## config.mk

```make
export PLATFORM = sky130hd
export DESIGN_NAME = mem_access_unit
export DESIGN_NICKNAME = d
export VERILOG_FILES = /design/src/rtl/mem_access_unit_pkg.sv /design/src/rtl/mem_access_unit_fb_write_fifo.sv /design/src/rtl/mem_access_unit.sv
export SDC_FILE = /design/constraint.sdc
export NUM_CORES = 1
export LEC_CHECK = 0
export ABC_AREA = 0
export BUFFER_PORTS_ARGS = -buffer_cell sky130_fd_sc_hd__buf_2
export CAP_MARGIN = 20
export CORE_UTILIZATION = 57
export CTS_CLUSTER_DIAMETER = 60
export DETAILED_ROUTE_END_ITERATION = 12
export PLACE_DENSITY = 0.85
export SLEW_MARGIN = 0
export SYNTH_ARGS = -nofsm -noshare
export SYNTH_HDL_FRONTEND = slang
export SYNTH_SLANG_ARGS = --single-unit
```

## constraint.sdc

```tcl
create_clock -name clk -period 5.47 [get_ports clk]
set_input_delay 1.094 -clock clk [delete_from_list [all_inputs] [get_ports clk]]
set_output_delay 1.094 -clock clk [all_outputs]
set_load 0.01 [all_outputs]
```

## src/rtl/mem_access_unit_pkg.sv

```systemverilog
`default_nettype none
// ============================================================================
// Module      : mem_access_unit_pkg
// Description : Shared types and lane helpers for the memory-stage unit.
// Revision    : 1.0 - initial release
// ============================================================================
package mem_access_unit_pkg;

    typedef enum logic [1:0] {
        MEM_BYTE = 2'd0,
        MEM_HALF = 2'd1,
        MEM_WORD = 2'd2
    } mem_size_t;

    typedef enum logic [1:0] {
        IDLE = 2'd0,
        BUSY = 2'd1,
        DONE = 2'd2
    } mau_state_t;

    function automatic logic [3:0] lane_mask(input mem_size_t size, input logic [1:0] a);
        logic [3:0] mask;
        case (size)
            MEM_BYTE: mask = 4'b0001 << a;
            MEM_HALF: mask = 4'b0011 << a;
            default:  mask = 4'b1111;
        endcase
        return mask;
    endfunction

    function automatic logic [31:0] lane_data(input mem_size_t size, input logic [31:0] d);
        logic [31:0] data;
        case (size)
            MEM_BYTE: data = {4{d[7:0]}};
            MEM_HALF: data = {2{d[15:0]}};
            default:  data = d;
        endcase
        return data;
    endfunction

    function automatic logic is_misaligned(input mem_size_t size, input logic [1:0] a);
        logic mis;
        case (size)
            MEM_HALF: mis = a[0];
            MEM_WORD: mis = (a != 2'b00);
            default:  mis = 1'b0;
        endcase
        return mis;
    endfunction

endpackage
`default_nettype wire

```

## src/rtl/mem_access_unit_fb_write_fifo.sv

```systemverilog
`default_nettype none
// ============================================================================
// Module      : fb_write_fifo
// Description : Synchronous posting FIFO for framebuffer pixel writes.
// Revision    : 1.0 - initial release
// ============================================================================
module fb_write_fifo #(
    parameter int WIDTH = 26,
    parameter int DEPTH = 4,
    localparam int AW = $clog2(DEPTH),
    localparam int CW = AW + 1
) (
    input  logic             clk,
    input  logic             reset,
    input  logic             push,
    input  logic [WIDTH-1:0] push_data,
    input  logic             pop,
    output logic [WIDTH-1:0] pop_data,
    output logic             full,
    output logic             empty,
    output logic [CW-1:0]    count
);

    localparam logic [CW-1:0] c_full_count = CW'(DEPTH);

    logic [WIDTH-1:0] r_mem [DEPTH];
    logic [AW-1:0]    r_wr_ptr;
    logic [AW-1:0]    r_rd_ptr;
    logic [CW-1:0]    r_count;
    logic             w_push;
    logic             w_pop;

    assign full     = (r_count == c_full_count);
    assign empty    = (r_count == '0);
    assign count    = r_count;
    assign pop_data = r_mem[r_rd_ptr];
    assign w_push   = push & ~full;
    assign w_pop    = pop & ~empty;

    // Pointers wrap naturally because DEPTH is a power of two.
    always_ff @(posedge clk) begin
        if (reset) begin
            r_wr_ptr <= '0;
            r_rd_ptr <= '0;
            r_count  <= '0;
            for (int i = 0; i < DEPTH; i++) begin
                r_mem[i] <= '0;
            end
        end else begin
            if (w_push) begin
                r_mem[r_wr_ptr] <= push_data;
                r_wr_ptr        <= r_wr_ptr + 1'b1;
            end
            if (w_pop) begin
                r_rd_ptr <= r_rd_ptr + 1'b1;
            end
            case ({w_push, w_pop})
                2'b10:   r_count <= r_count + 1'b1;
                2'b01:   r_count <= r_count - 1'b1;
                default: r_count <= r_count;
            endcase
        end
    end

endmodule
`default_nettype wire

```

## src/rtl/mem_access_unit.sv

```systemverilog
`default_nettype none
// ============================================================================
// Module      : mem_access_unit
// Description : Memory-stage load/store engine with req/ack data bus and
//               posted framebuffer writes.
// Revision    : 1.0 - initial release
// ============================================================================
module mem_access_unit
    import mem_access_unit_pkg::*;
#(
    parameter int RESOLUTION_X   = 400,
    parameter int RESOLUTION_Y   = 300,
    parameter int PALETTE_LENGTH = 256,
    parameter int FB_FIFO_DEPTH  = 4,
    localparam int XW = $clog2(RESOLUTION_X),
    localparam int YW = $clog2(RESOLUTION_Y),
    localparam int PW = $clog2(PALETTE_LENGTH),
    localparam int CW = $clog2(FB_FIFO_DEPTH) + 1
) (
    input  logic          clk,
    input  logic          reset,
    input  logic          m_valid,
    input  logic          m_mem_read,
    input  logic          m_mem_write,
    input  logic          m_fb_write,
    input  logic [1:0]    m_mem_size,
    input  logic [31:0]   m_addr,
    input  logic [31:0]   m_wr_data,
    output logic          m_stall,
    output logic          m_misaligned,
    output logic [31:0]   m_rd_data,
    output logic          dbus_req,
    input  logic          dbus_ack,
    output logic [31:0]   dbus_addr,
    output logic [31:0]   dbus_wr_data,
    output logic [3:0]    dbus_wr_en,
    input  logic [31:0]   dbus_rd_data,
    output logic          fb_wr_en,
    input  logic          fb_wr_ready,
    output logic [XW-1:0] fb_wr_pxl_x,
    output logic [YW-1:0] fb_wr_pxl_y,
    output logic [PW-1:0] fb_wr_pxl_value,
    output logic [CW-1:0] fb_fifo_count
);

    localparam int FW = XW + YW + PW;

    mau_state_t  r_state;
    mau_state_t  w_next_state;
    mem_size_t   w_size;
    logic [31:0] r_addr;
    logic [31:0] r_wr_data;
    logic [3:0]  r_wr_en;
    logic        r_is_read;
    logic [31:0] r_rd_data;
    logic        w_access;
    logic        w_misal;
    logic        w_start;
    logic        w_fb_req;
    logic        w_fb_push;
    logic        w_fifo_full;
    logic        w_fifo_empty;
    logic [FW-1:0] w_head;

    assign w_size   = mem_size_t'(m_mem_size);
    assign w_access = m_valid & (m_mem_read | m_mem_write) & ~m_fb_write;
    assign w_misal  = is_misaligned(w_size, m_addr[1:0]);
    assign w_start  = w_access & ~w_misal;
    assign w_fb_req = m_valid & m_fb_write;

    always_ff @(posedge clk) begin
        if (reset) begin
            r_state <= IDLE;
        end else begin
            r_state <= w_next_state;
        end
    end

    always_comb begin
        w_next_state = r_state;
        case (r_state)
            IDLE:    if (w_start)  w_next_state = BUSY;
            BUSY:    if (dbus_ack) w_next_state = DONE;
            DONE:    w_next_state = IDLE;
            default: w_next_state = IDLE;
        endcase
    end

    // A full FIFO holds the pixel store; it pushes once a slot has actually freed.
    always_comb begin
        m_stall      = 1'b0;
        m_misaligned = 1'b0;
        w_fb_push    = 1'b0;
        case (r_state)
            IDLE: begin
                m_misaligned = w_access & w_misal;
                m_stall      = w_start | (w_fb_req & w_fifo_full);
                w_fb_push    = w_fb_req & ~w_fifo_full;
            end
            BUSY:    m_stall = 1'b1;
            default: m_stall = 1'b0;
        endcase
    end

    always_ff @(posedge clk) begin
        if (reset) begin
            r_addr    <= '0;
            r_wr_data <= '0;
            r_wr_en   <= '0;
            r_is_read <= 1'b0;
            r_rd_data <= '0;
        end else begin
            if (r_state == IDLE && w_start) begin
                r_addr    <= {m_addr[31:2], 2'b00};
                r_wr_data <= lane_data(w_size, m_wr_data);
                r_wr_en   <= m_mem_write ? lane_mask(w_size, m_addr[1:0]) : 4'b0000;
                r_is_read <= ~m_mem_write;
            end
            if (r_state == BUSY && dbus_ack && r_is_read) begin
                r_rd_data <= dbus_rd_data;
            end
        end
    end

    assign dbus_req     = (r_state == BUSY);
    assign dbus_addr    = r_addr;
    assign dbus_wr_data = r_wr_data;
    assign dbus_wr_en   = r_wr_en;
    assign m_rd_data    = r_rd_data;

    fb_write_fifo #(
        .WIDTH (FW),
        .DEPTH (FB_FIFO_DEPTH)
    ) u_fb_fifo (
        .clk       (clk),
        .reset     (reset),
        .push      (w_fb_push),
        .push_data ({m_addr[XW-1:0], m_addr[16 +: YW], m_wr_data[PW-1:0]}),
        .pop       (fb_wr_ready),
        .pop_data  (w_head),
        .full      (w_fifo_full),
        .empty     (w_fifo_empty),
        .count     (fb_fifo_count)
    );

    assign fb_wr_en        = ~w_fifo_empty;
    assign fb_wr_pxl_x     = w_head[FW-1 -: XW];
    assign fb_wr_pxl_y     = w_head[PW +: YW];
    assign fb_wr_pxl_value = w_head[PW-1:0];

endmodule
`default_nettype wire

```

==> results.txt <==
- Yosys instantiated no cell more often than dfxtp_1.
- Number of buffer cells added on primary ports: 236
* Global routing met3 resource utilization: 0.0607
- Summing all flip-flop and latch instances after layout gives 0.00533 mm2.
- Iteration-0 DRC Markers: 501
- Row count: 45
* Signal arrival time at the worst endpoint: 2790 ps
- H-tree depth: 1
* Largest driver fanout on the critical path: 22
* Number of maximum-capacitance constraint violations: 0
- For this run the aggregate overflow at the end of global routing stands at 0.
- Final worst path period share: 0.710
* Clock tree from TritonCTS: yes
- Fillers: 1,088
- For this design, the CTS-stage hold fixing added 0 buffers.
* Cell at the root of the clock tree: clkbuf_16
* Post-DR wirelength/cell: 19.3 um
- The number of cells on the worst reg-to-reg path is 5.
- In the global route stage, overall resource usage came out at 0.294.
- First-pass iteration count of the detailed router: 5
- Area of combinational cells with multiple inputs: 0.00331 mm2
- On the final layout, the worst clock skew is 8.11 ps.
- Crit path time final: 3880 ps
- Met1 routing resource usage after global routing: 0.372
- Measured along the y axis, the die boundary spans 127 um.
- Yosys mapped a number of flops with a built-in enable equal to 104.
- Entering global routing, the biggest net connects 80 pins.
- In the global route stage, met2 resource usage came out at 0.508.
- Fraction of layout cells with a size suffix above 1: 0.302
- The total area inside the core boundary comes to 0.0153 mm2.
- The worst hold path begins at m_rd_data[12].
- The final layout contains routed wiring with a total length of 24.3 mm.
- Max rail drop VDD: 267 uV
- The first global-routing pass estimated 37.1 mm of wire.
- Sort of element at the start of the critical path: primary input
- Total instance count after detailed placement: 1,216
- The most used flip-flop cell after synthesis is dfxtp_1.
- The number of setup buffers added after CTS is 0.
* Worst rel slew slack: 0.360
* Max Freq: 0.258 GHz
- After detailed routing, the number of vias per cell comes to 5.89.
* Post-synthesis cell count: 829
- Number of vias in the routed layout: 7,406
- Final count of hold timing violations: 0
* Fraction of registers with async set/reset: 0
- Together, buffers and inverters on the worst path number 3.
- Vias in the first global route: 7,154
- Remaining DRCs: 0
- Count of unique library cells instantiated by Yosys: 50
* Bufs on Longest Clock Path: 3
- Largest incremental delay on the critical path: 440 ps
- Series of cell instances along the critical path: buf_2, inv_1, ha_1, and2_4, o21ai_4, nand2_1, nand2_1, buf_2
- At the pin with the least slew margin, the transition time is 961 ps.
- CTS clock-pin slew for the worst setup and hold paths: 60 ps
* Filler-free cell count of the finished design: 1,258
* Number of placed I/O pins: 239
- Required time of the critical path: 4380 ps
- The worst register-to-register path begins at u_fb_fifo.count[0].
* R2r endpoint: u_fb_fifo.r_mem[1][17]
* Delay-heaviest family, CP: simple AND/OR/NAND/NOR gates
- The total count of max-transition violations in the final report came to 0.
- LEAKAGE: 4.36 nW
- For this run, the register share of the synthesized area comes to 0.594.
- Setup crit end kind: output pin
- Number of warnings reported in the yosys synthesis log: 0
- Number of antenna violations at the first check in global routing: 2
- Hold worst-path end: m_rd_data[12]
* Leading area contributor after synthesis: edfxtp_1
- Compared with the post-synthesis result, the final layout area differs by 21.7%.
- Gates resized during post-CTS repair numbered 0.
* Count of nets left with antenna violations after detail routing: 0
- Type of the worst min-delay path: register to register
- Across all register-to-register paths, the minimum setup slack is 2070 ps.
* Total negative slack for setup checks: 0 ps
- Net total in the final layout: 1,141
* Power per cell area: 363 mW/mm2
- For this configuration, the core starts out at a cell density of 0.588.
* Unrepaired setup endpoints after global routing: false
- Routability-driven placement finished with a final weighted congestion of 0.848.
- TritonCTS created 22 clock buffers.
* Die extent in x: 127 um
- Floorplan die area: 0.0162 mm2
- Flop and latch count out of synthesis: 214
- In this run the most used layer during global routing was met2.
- Post-Synthesis Cell Area: 0.00897 mm2
- Hold Crit Depth: 2
* Insertion delay to the later sink of the worst-skew pair: 490 ps
- Detailed Place HPWL: 15.8 mm
- Top cells by area, synth: edfxtp_1 35%, dfxtp_1 25%, mux4_2 6.5%
- Final setup violation count: 0
- Of the post-synthesis cell area, the dominant cell type holds 0.348.
- Startpoint-to-endpoint class of the critical path: primary input to output pin
* Cell with the largest stage delay on the worst path: o21ai_4
* Synthesized area per cell: 10.8 um2
- Leading post-synthesis cells by instance count: 110 x dfxtp_1, 104 x edfxtp_1, 103 x a21oi_1, 103 x nor2_1, 82 x nand2_1
- Outcome: complete, no violations
* Clock net sink count: 214
[layer usage]
metal,routed length (um),up-vias,share of wire
met5,0,-,0
met4,626,0,0.026
met3,2110,56,0.087
met2,12200,391,0.50
met1,9310,3594,0.38
li1,-,3365,-
[stage by stage]
stage	setup WS, ps	util	instance area (um2)	power, mW	hold slack, ps
finish	1590	0.715	10900	3.96	452
global route	1500	0.715	10900	4.09	469
CTS	1630	0.713	10900	3.97	451
detailed placement	1560	0.668	10200	2.56	443
global placement	1650	0.667	10200	2.54	438
floorplan	2230	-	8970	2.31	481
[cells in the final DEF (no fill, tap or decap), types with 3 or more instances in the layout]
master     instances
buf_4             11
nand3_1           39
or3_1              4
o21ai_0           52
clkbuf_16         23
inv_1              7
nor2_1           103
clkinv_1           8
dfxtp_1          109
a21oi_1          103
xor2_1             3
ha_1               4
edfxtp_1         104
buf_2            235
nand2_1           82
nand2b_1          31
a211oi_1          10
a22oi_1           16
clkbuf_1           4
mux4_2            26
a311oi_1          15
and2_1            13
[layout make-up]
cell class	count	area share
repair buffers	248	0.119
flip-flops and latches	214	0.488
well taps	211	0.0242
multi-input cells	537	0.303
clock buffers	29	0.0566
clock inverters	11	0.00642
diodes	1	0.000229
inverters	7	0.00241
[cell families after synthesis]
| family | Yosys count | share of synthesized area |
|---|---|---|
| and+or+nand+nor | 290 | 0.151 |
| DFF | 214 | 0.594 |
| other | 1 | 0.000418 |
| adders and majority gates | 5 | 0.00781 |
| muxes | 26 | 0.0653 |
| buffers and inverters | 79 | 0.0399 |
| AOI/OAI and AO/OA | 209 | 0.136 |
| xor gates and xnor gates | 5 | 0.00488 |
[worst min-delay path, cell delays in order (launching register included)]
cell and delay (ps):
dfxtp_1 310, nand2_1 50, a21oi_1 50
[flip-flops by register name, summed over array words and instances (netlist names), named ones only]
signal and count:
dbus_addr 30, r_is_read 1, u_fb_fifo.r_mem 104, m_rd_data 32
dbus_wr_data 32, dbus_wr_en 4, u_fb_fifo.r_rd_ptr 2, r_state 2
u_fb_fifo.r_wr_ptr 2, u_fb_fifo.count 3
[worst max-delay path by stage]
stage                  start               endpoint  cells past startpoint  slack (ps)
3_5_place_dp         m_valid  u_fb_fifo.r_mem[1][1]                      5        1560
6_report       m_mem_size[1]                m_stall                      8        1590
5_1_grt        m_mem_size[1]                m_stall                      8        1500
3_3_place_gp         m_valid  u_fb_fifo.r_mem[1][3]                      5        1650
2_1_floorplan  m_mem_size[1]                m_stall                      8        2230
4_1_cts        m_mem_size[1]                m_stall                      8        1630
[where the power goes]
group	switching (mW)	internal (mW)	leakage, nW
clock	0.588	0.837	0.337
combinational	0.352	0.302	2.05
sequential	0.101	1.78	1.98
total	1.04	2.92	4.36
Power figures use the tool's default switching activity.
